## src/rtl/traffic.sv

```systemverilog
// Traffic-light sequencer: RED -> GREEN -> YELLOW -> ALLRED, each dwelling a whole
// number of prescaled ticks, with a pedestrian walk lamp that flashes at the end of RED.
//
// state  | meaning
// -------+-----------------------------------------------
// RED    | red lamp; walk on, then flashing for the last FLASH_TICKS
// GREEN  | green lamp
// YELLOW | yellow lamp
// ALLRED | red lamp, walk off; clearance before RED
module traffic #(
    parameter int PRESCALE     = 3333333,
    parameter int RED_TICKS    = 6,
    parameter int GREEN_TICKS  = 6,
    parameter int YELLOW_TICKS = 2,
    parameter int ALLRED_TICKS = 1,
    parameter int FLASH_TICKS  = 2
) (
    input  logic clock,
    input  logic reset,
    output logic LED2,
    output logic LED3,
    output logic LED4,
    output logic LED5
);

    typedef enum logic [1:0] {
        S_RED    = 2'd0,
        S_GREEN  = 2'd1,
        S_YELLOW = 2'd2,
        S_ALLRED = 2'd3
    } state_t;

    localparam int PW    = $clog2(PRESCALE) + 1;
    localparam int MAX_A = (RED_TICKS > GREEN_TICKS) ? RED_TICKS : GREEN_TICKS;
    localparam int MAX_B = (YELLOW_TICKS > ALLRED_TICKS) ? YELLOW_TICKS : ALLRED_TICKS;
    localparam int MAXD  = (MAX_A > MAX_B) ? MAX_A : MAX_B;
    localparam int DW    = $clog2(MAXD) + 1;

    localparam logic [PW-1:0] PRE_LAST    = PW'(PRESCALE - 1);
    localparam logic [DW-1:0] RED_LAST    = DW'(RED_TICKS - 1);
    localparam logic [DW-1:0] GREEN_LAST  = DW'(GREEN_TICKS - 1);
    localparam logic [DW-1:0] YELLOW_LAST = DW'(YELLOW_TICKS - 1);
    localparam logic [DW-1:0] ALLRED_LAST = DW'(ALLRED_TICKS - 1);
    localparam logic [DW-1:0] FLASH_START = DW'(RED_TICKS - FLASH_TICKS);

    logic [PW-1:0] presc_q, presc_d;
    logic [DW-1:0] dwell_q, dwell_d;
    state_t        state_q, state_d;
    logic          tick;
    logic [DW-1:0] dwell_last;

    assign tick = (presc_q == PRE_LAST);

    always_comb begin
        presc_d = tick ? '0 : presc_q + 1'b1;
    end

    always_comb begin
        state_d    = state_q;
        dwell_d    = dwell_q;
        dwell_last = RED_LAST;
        case (state_q)
            S_RED:    dwell_last = RED_LAST;
            S_GREEN:  dwell_last = GREEN_LAST;
            S_YELLOW: dwell_last = YELLOW_LAST;
            S_ALLRED: dwell_last = ALLRED_LAST;
            default:  dwell_last = RED_LAST;
        endcase
        if (tick) begin
            if (dwell_q == dwell_last) begin
                dwell_d = '0;
                case (state_q)
                    S_RED:    state_d = S_GREEN;
                    S_GREEN:  state_d = S_YELLOW;
                    S_YELLOW: state_d = S_ALLRED;
                    S_ALLRED: state_d = S_RED;
                    default:  state_d = S_RED;
                endcase
            end else begin
                dwell_d = dwell_q + 1'b1;
            end
        end
    end

    always_ff @(posedge clock or negedge reset) begin
        if (!reset) begin
            presc_q <= '0;
            dwell_q <= '0;
            state_q <= S_RED;
        end else begin
            presc_q <= presc_d;
            dwell_q <= dwell_d;
            state_q <= state_d;
        end
    end

    // Bit 0 of (dwell - FLASH_START) equals the XOR of the two low bits.
    always_comb begin
        LED2 = 1'b0;
        LED3 = 1'b0;
        LED4 = 1'b0;
        LED5 = 1'b0;
        case (state_q)
            S_RED: begin
                LED2 = 1'b1;
                LED5 = (dwell_q < FLASH_START) ? 1'b1 : (dwell_q[0] ^ FLASH_START[0]);
            end
            S_GREEN:  LED4 = 1'b1;
            S_YELLOW: LED3 = 1'b1;
            S_ALLRED: LED2 = 1'b1;
            default:  LED2 = 1'b1;
        endcase
    end

endmodule

```

## config.mk

```make
export PLATFORM = sky130hd
export DESIGN_NAME = traffic
export DESIGN_NICKNAME = d
export VERILOG_FILES = /design/src/rtl/traffic.sv
export SDC_FILE = /design/constraint.sdc
export NUM_CORES = 1
export LEC_CHECK = 0
export ABC_AREA = 0
export BUFFER_PORTS_ARGS = -buffer_cell sky130_fd_sc_hd__buf_2
export CAP_MARGIN = 20
export CORE_AREA = 2 2 53 55
export DETAILED_ROUTE_END_ITERATION = 8
export DIE_AREA = 0 0 55 57
export GPL_TIMING_DRIVEN = 0
export PLACE_DENSITY_LB_ADDON = 0.15
export SLEW_MARGIN = 20
export SYNTH_ARGS = -nofsm -noshare
export SYNTH_HDL_FRONTEND = slang
export SYNTH_SLANG_ARGS = --single-unit
```

## constraint.sdc

```tcl
create_clock -name clock -period 3.35 [get_ports clock]
set_clock_uncertainty 0.15 [all_clocks]
set_input_delay 0.67 -clock clock [delete_from_list [all_inputs] [get_ports clock]]
set_output_delay 0.67 -clock clock [all_outputs]
set_load 0.005 [all_outputs]
```

==> summary.txt, run 1 <==
STA
  – Fin. max-slew vios: 0
  – Final hold vios: 0
  – Slew headroom: 0.467
  – Final worst slack: 1.08 ns
  – Setup Total Neg Slack: 0 ns
  – Unrepaired setup endpoints after global routing: no
  – Post-layout min period: roughly 2.3 ns
  – Final setup fails: 0
  – Final worst-path cycle share: 0.678
  – Max Clk Rate: 440 MHz
  – Worst-Margin Slew: a little under 0.8 ns

Synth
  – Largest family of logic cells by synthesized area: simple AND/OR/NAND/NOR gates
  – Synth area leaders: dfrtp_1 (45%), ha_1 (6.2%), xnor2_1 (6.0%)
  – Post-synthesis sequential area ratio: 0.450
  – Syn nets: about 170
  – Synthesized flop and latch total: 29
  – Post-synthesis mux area share: 0.0256
  – Synth async-reset ratio: 1.00
  – Synth Area in Adders: 0.0620
  – Post-synth top area share: 0.450
  – Synth Area in Simple Gates: 0.271
  – Ys Warns: 0
  – Synthesized area: 1610 um^2
  – Post-Syn Instances: 161
  – Post-synthesis compound-gate area fraction: 0.0543
  – Top cell type by total area after synthesis: dfrtp_1
  – Avg Cell Area, Syn: around 10 um^2
  – Most common library cells after synthesis: dfrtp_1 (29), nor2_1 (18), nand4_1 (11), xnor2_1 (11), inv_1 (10)
  – Post-synthesis cell type count: 40
  – Top-count cell post-synth: dfrtp_1
  – Post-synth EDFFs: 0
  – Post-Synth XOR/XNOR Area: 0.0977
  – Top_reg_cell synth: dfrtp_1

Drt
  – Total number of vias: between 1000 and 1500
  – Final wirelength: 3060 um
  – DRC: 0
  – Post-DR vias/cell: 6.03
  – DRT Pass-1 Iters: 5
  – Drt initial violations: 40
  – Wire per inst: 14.9 um
  – Final ANT Viol Nets: 0

Critical path
  – Max FO, Critical Path: 7
  – CP Launch Type: register
  – FF-to-FF End: presc_q[20]
  – Crit path kind: reg2reg
  – FF-to-FF path depth: 5
  – WP buf/inv: 0
  – R2r setup slk: 1.08 ns
  – Worst EP required: 3.42 ns
  – Slowest-stage cell, CP: nor4_1
  – Crit path capture type: register
  – Max incr delay on CP: 0.65 ns
  – R2R Path Start: presc_q[0]
  – Arrival time of the worst setup path: 2.34 ns
  – CP Cell Sequence: ha_1, nand3_1, nor4_1, a22oi_1, mux2_2
  – CP top delay family: simple AND/OR/NAND/NOR gates

Floorplanning
  – IO Pins: 6
  – Die Ht: 57 um
  – Die area: 3140 um^2
  – Core area: 2620 um^2
  – Initial Utilization: 0.617
  – Die Wd: 55 um
  – Num rows: 19

Placement
  – GP Congestion: 0.843
  – Post-DP HPWL: 2230 um
  – Dpl ws: 1.13 ns
  – IO Port Bufs: 5
  – # placed instances: 197

Clock tree
  – Post-cts gate resize count: 0
  – Max clock buf depth: 2
  – CTS tree: done
  – Cts hold-fix bufs: 0
  – CTS buffer count: 5
  – Clock transition at path regs: 0.09 ns
  – Clock Latency Late Sink: 0.33 ns
  – CTS root buffer: clkbuf_4
  – Clock sinks: 29
  – Postcts setup bufs: 0
  – H-Tree Depth: 2

Finish
  – N_diodes: 0
  – Filler cells: ~230
  – Area Overhead vs Synth: 7.13%
  – Post-route insts no fill: 205
  – Total Nets Final: 183
  – Layout cells sized above 1: 0.121

Global route
  – GRT Overall Usage: 0.242
  – First-pass GRT wire length: ~5500 um
  – Largest net degree at the start of global routing: 30
  – Vias in the first global route: roughly 1300
  – Initial antenna violation count: 0
  – Total grt overflow: 0

Hold path
  – HP Class: in2async

Power
  – Maximum VDD drop: between 0.0002 and 0.00025 V
  – Pwr per Cell Area: 323 nW/um^2
  – Tot Pwr: 0.558 mW
  – Lkg Pwr: 0.732 nW

Outcome
  – Outcome: complete, no violations

Job
  – Max-cap viol count: 0
-- per-stage QoR --
step	utilization	instance area, um^2	hold slack, ns
floorplan	-	1610	0.224
global placement	0.642	1680	0.335
detailed placement	0.642	1680	0.347
CTS	0.661	1730	0.209
global route	0.661	1730	0.231
finish	0.661	1730	0.193
-- worst max path at each step --
stage                      startpoint     endpoint  cells past startpoint
after floorplan           presc_q[18]   state_q[0]                      5
after global placement     presc_q[0]  presc_q[20]                      5
after detailed placement   presc_q[0]  presc_q[20]                      5
after CTS                  presc_q[0]  presc_q[20]                      5
after global routing       presc_q[2]  presc_q[20]                      5
final                      presc_q[0]  presc_q[20]                      5
-- cell families (layout without fill, tap and decap cells) --
| family | after synthesis | after routing |
|---|---|---|
| and+or+nand+nor | 74 | 74 |
| DFF | 29 | 29 |
| xor gates and xnor gates | 18 | 18 |
| AOI/OAI and AO/OA | 14 | 14 |
| buffers and inverters | 14 | 27 |
| adders and majority gates | 8 | 8 |
| muxes | 4 | 4 |
-- power breakdown --
group	switching (mW)	total [mW]	internal (mW)
sequential	0	0.350	0.350
combinational	0.00630	0.00672	0.000418
clock	0.122	0.201	0.0797
total	0.128	0.558	0.430
-- layout make-up --
class                      instances  area, um^2  share of cell area
clock buffer                       6        41.3              0.0239
tap                               31        38.8              0.0224
clock inverter                     2        10.0             0.00579
timing repair buffer               5        25.0              0.0145
buffer                             4        27.5              0.0159
inverter                          10        37.5              0.0217
multi-input combinational        118         823               0.476
sequential                        29         726               0.420
-- per-layer routing --
metal / wire length [um] / vias up / GRT usage / part of all wire
met3: 133 / 10 / 0.0733 / 0.043
met2: 1510 / 27 / 0.384 / 0.49
met1: 1360 / 604 / 0.303 / 0.44
met4: 63 / 0 / 0.0976 / 0.021
met5: 0 / - / 0 / 0
li1: - / 595 / - / -
-- registers in the layout, indices dropped and copies added, names as in the netlist --
register  count
presc_q      23
dwell_q       4
state_q       2
-- cell usage in the layout (no fill, tap or decap), types with 3 or more instances in the layout --
cell,n
dfrtp_1,29
nor2_1,18
nand4_1,11
xnor2_1,11
inv_1,10
nand2_1,9
nand3_1,8
ha_1,8
xor2_1,7
buf_2,6
o21ai_1,6
clkbuf_4,5
nor4_1,4
or4b_1,3
nor3_1,3
mux2i_1,3
(Power assumes the default switching activity.)
==> run 2, diff against run 1 <==
- CORE_AREA: 2 2 53 55 -> 2 2 58 60
- DIE_AREA: 0 0 55 57 -> 0 0 60 62
- clock period: 3.35 -> 1.9 ns (I/O delays scaled with it)
==> run 2 against run 1 <==
- the run now ends with negative setup slack left
- clock power grew 83%
- largest cell class unchanged
- sequential cell count unchanged
- largest power group unchanged
- sequential share of layout area fell by 4.6 points
==> summary.txt, run 2 (synthesis results as in run 1) <==
Outcome
  – Failing checks: negative setup slack
  – Outcome: finished, violations left

Drt
  – Total number of vias: 1269 (+2.7%)
  – Wire per inst: 14.9 um (-0.47%)
  – Final ANT Viol Nets: 0 (unchanged)
  – DRT Pass-1 Iters: 4 (-1)
  – Post-DR vias/cell: 5.49 (-8.9%)
  – Final wirelength: 3430 um (+12%)
  – DRC: 0 (unchanged)
  – Drt initial violations: 30 (-25%)

Clock tree
  – CTS buffer count: 5 (unchanged)
  – Clock sinks: 29 (unchanged)
  – CTS root buffer: clkbuf_4
  – CTS tree: done
  – Clock Latency Late Sink: 0.32 ns (about the same)
  – Clock transition at path regs: 0.09 ns (about the same)
  – Max clock buf depth: 2 (unchanged)
  – H-Tree Depth: 2 (unchanged)

Critical path
  – Arrival time of the worst setup path: 2.18 ns (-0.16 ns)
  – Max incr delay on CP: 0.52 ns (-0.13 ns)
  – Slowest-stage cell, CP: or4b_1
  – Crit path capture type: register
  – FF-to-FF End: presc_q[15]
  – Most used cell, CP: buf_6
  – CP Cell Sequence: or4b_1, or4_1, buf_6, nor2_4, buf_6, nor2_2
  – FF-to-FF path depth: 6 (+1)
  – Cell count along the critical path: 6 (+1)
  – Worst EP required: 1.96 ns (-1.46 ns)
  – R2R Path Start: presc_q[19]
  – CP top delay family: simple AND/OR/NAND/NOR gates
  – CP Launch Type: register
  – R2r setup slk: -0.22 ns (-1.30 ns)
  – WP buf/inv: 2 (+2)
  – Max FO, Critical Path: 6 (-1)
  – Crit path kind: reg2reg

Placement
  – IO Port Bufs: 5 (unchanged)
  – Placed Area: 1710 um^2 (+1.7%)
  – Post-DP HPWL: 2250 um (+1.2%)
  – GP Congestion: 0.787 (-6.6%)
  – Dpl ws: -0.357 ns (-1.49 ns)
  – # placed instances: 212 (+7.6%)

Global route
  – Vias in the first global route: 1261 (+0.24%)
  – Largest net degree at the start of global routing: 30 (unchanged)
  – First-pass GRT wire length: 5680 um (+4.0%)
  – GRT Overall Usage: 0.211 (-0.0306)
  – Total grt overflow: 0 (unchanged)
  – Initial antenna violation count: 0 (unchanged)

Job
  – Max-cap viol count: 0 (unchanged)

STA
  – Worst-Margin Slew: 0.638 ns (-0.154 ns)
  – Final worst slack: -0.221 ns (-1.30 ns)
  – Final setup fails: 21 (+21)
  – Final worst-path cycle share: 1.12 (+0.438)
  – Max Clk Rate: 471 MHz (+7.1%)
  – Hold WS: 0.332 ns (+0.139 ns)
  – Fin. max-slew vios: 0 (unchanged)
  – Setup Total Neg Slack: -3.76 ns (-3.76 ns)
  – Final hold vios: 0 (unchanged)
  – Unrepaired setup endpoints after global routing: yes
  – Slew headroom: 0.575 (+0.107)
  – Post-layout min period: 2.12 ns (-0.151 ns)

Hold path
  – Hold depth: 1
  – HP Class: reg2reg
  – Hold Startpoint: presc_q[0]
  – Hold path endpoint: presc_q[0]

Floorplanning
  – Core area: 3180 um^2 (+22%)
  – IO Pins: 6 (unchanged)
  – Die Ht: 62 um (+8.8%)
  – Die area: 3720 um^2 (+19%)
  – Die Wd: 60 um (+9.1%)
  – Initial Utilization: 0.508 (-0.110)
  – Num rows: 21 (+2)

Finish
  – Flip-flop count of the largest register after layout: 23 (unchanged)
  – Commonest non-fill, non-tap cell in the layout: dfrtp_1
  – Commonest non-fill, non-tap cells in the layout: dfrtp_1 (26), nand4_1 (11), xnor2_1 (11)
  – Layout cells sized above 1: 0.303 (+0.182)
  – Largest regs: presc_q (23), dwell_q (4), state_q (2)
  – Total Nets Final: 195 (+6.6%)
  – Fin area: 1950 um^2 (+13%)
  – Post-layout util: 0.615 (-0.0465)
  – Area Overhead vs Synth: 21.1%
  – N_diodes: 0 (unchanged)
  – Post-route insts no fill: 231 (+13%)
  – Biggest register: presc_q
  – Filler cells: 270 (+19%)

Power
  – Lkg Pwr: 0.815 nW (+11%)
  – Tot Pwr: 0.998 mW (+79%)
  – Pwr per Cell Area: 511 nW/um^2 (+58%)
  – Maximum VDD drop: 0.000413 V (+79%)
-- run 2: cell types whose count changed in the layout (fill, tap and decap cells not counted), moves of 3 or more --
| cell | before | now |
|---|---|---|
| dfrtp_2 | 0 | 3 |
| nor4_1 | 4 | 1 |
| dfrtp_1 | 29 | 26 |
| nor2_1 | 18 | 8 |
| nor2_2 | 0 | 9 |
| buf_4 | 1 | 10 |
-- run 2: worst max-delay path by stage --
stage	startpoint	end
final	presc_q[19]	presc_q[15]
after global routing	presc_q[19]	state_q[0]
after CTS	presc_q[19]	presc_q[0]
after detailed placement	presc_q[2]	presc_q[20]
after global placement	presc_q[2]	presc_q[20]
after floorplan	presc_q[18]	state_q[0]
-- run 2: layout make-up --
| type | count | area (um^2) | area share |
|---|---|---|---|
| buffer | 4 | 32.5 | 0.0166 |
| clock buffer | 7 | 55.1 | 0.0282 |
| inverter | 10 | 37.5 | 0.0192 |
| multi-input combinational | 118 | 921 | 0.471 |
| sequential | 29 | 729 | 0.373 |
| tap | 46 | 57.6 | 0.0294 |
| timing repair buffer | 17 | 121 | 0.0621 |
-- run 2: power by group --
part           internal (mW)  switching [mW]  total (mW)  leakage (nW)
clock network          0.174           0.194       0.368        0.0314
logic                0.00206          0.0116      0.0136         0.397
registers              0.616               0       0.616         0.387
-- run 2: worst reg2reg max path, delay by kind of cell (launching register included) --
kind	cells	cell delay (ns)
and+or+nand+nor	4	1.13
DFF	1	0.39
buffers and inverters	2	0.33
-- run 2: layer usage --
metal  vias up  GRT usage  wire length (um)
li1        616          -                 -
met1       633      0.236              1440
met2        16      0.370              1840
met3         4     0.0580               101
met4         0      0.111                56
met5         -          0                 0
-- run 2: repair_timing --
item,4_1_cts,5_1_grt
buffers inserted,8,2
gates cloned,1,0
resized for setup,13,16
hold buffers,1,0
pin swaps,2,3
hold endpoints to repair,29,0
endpoints found under the setup margin,27,27
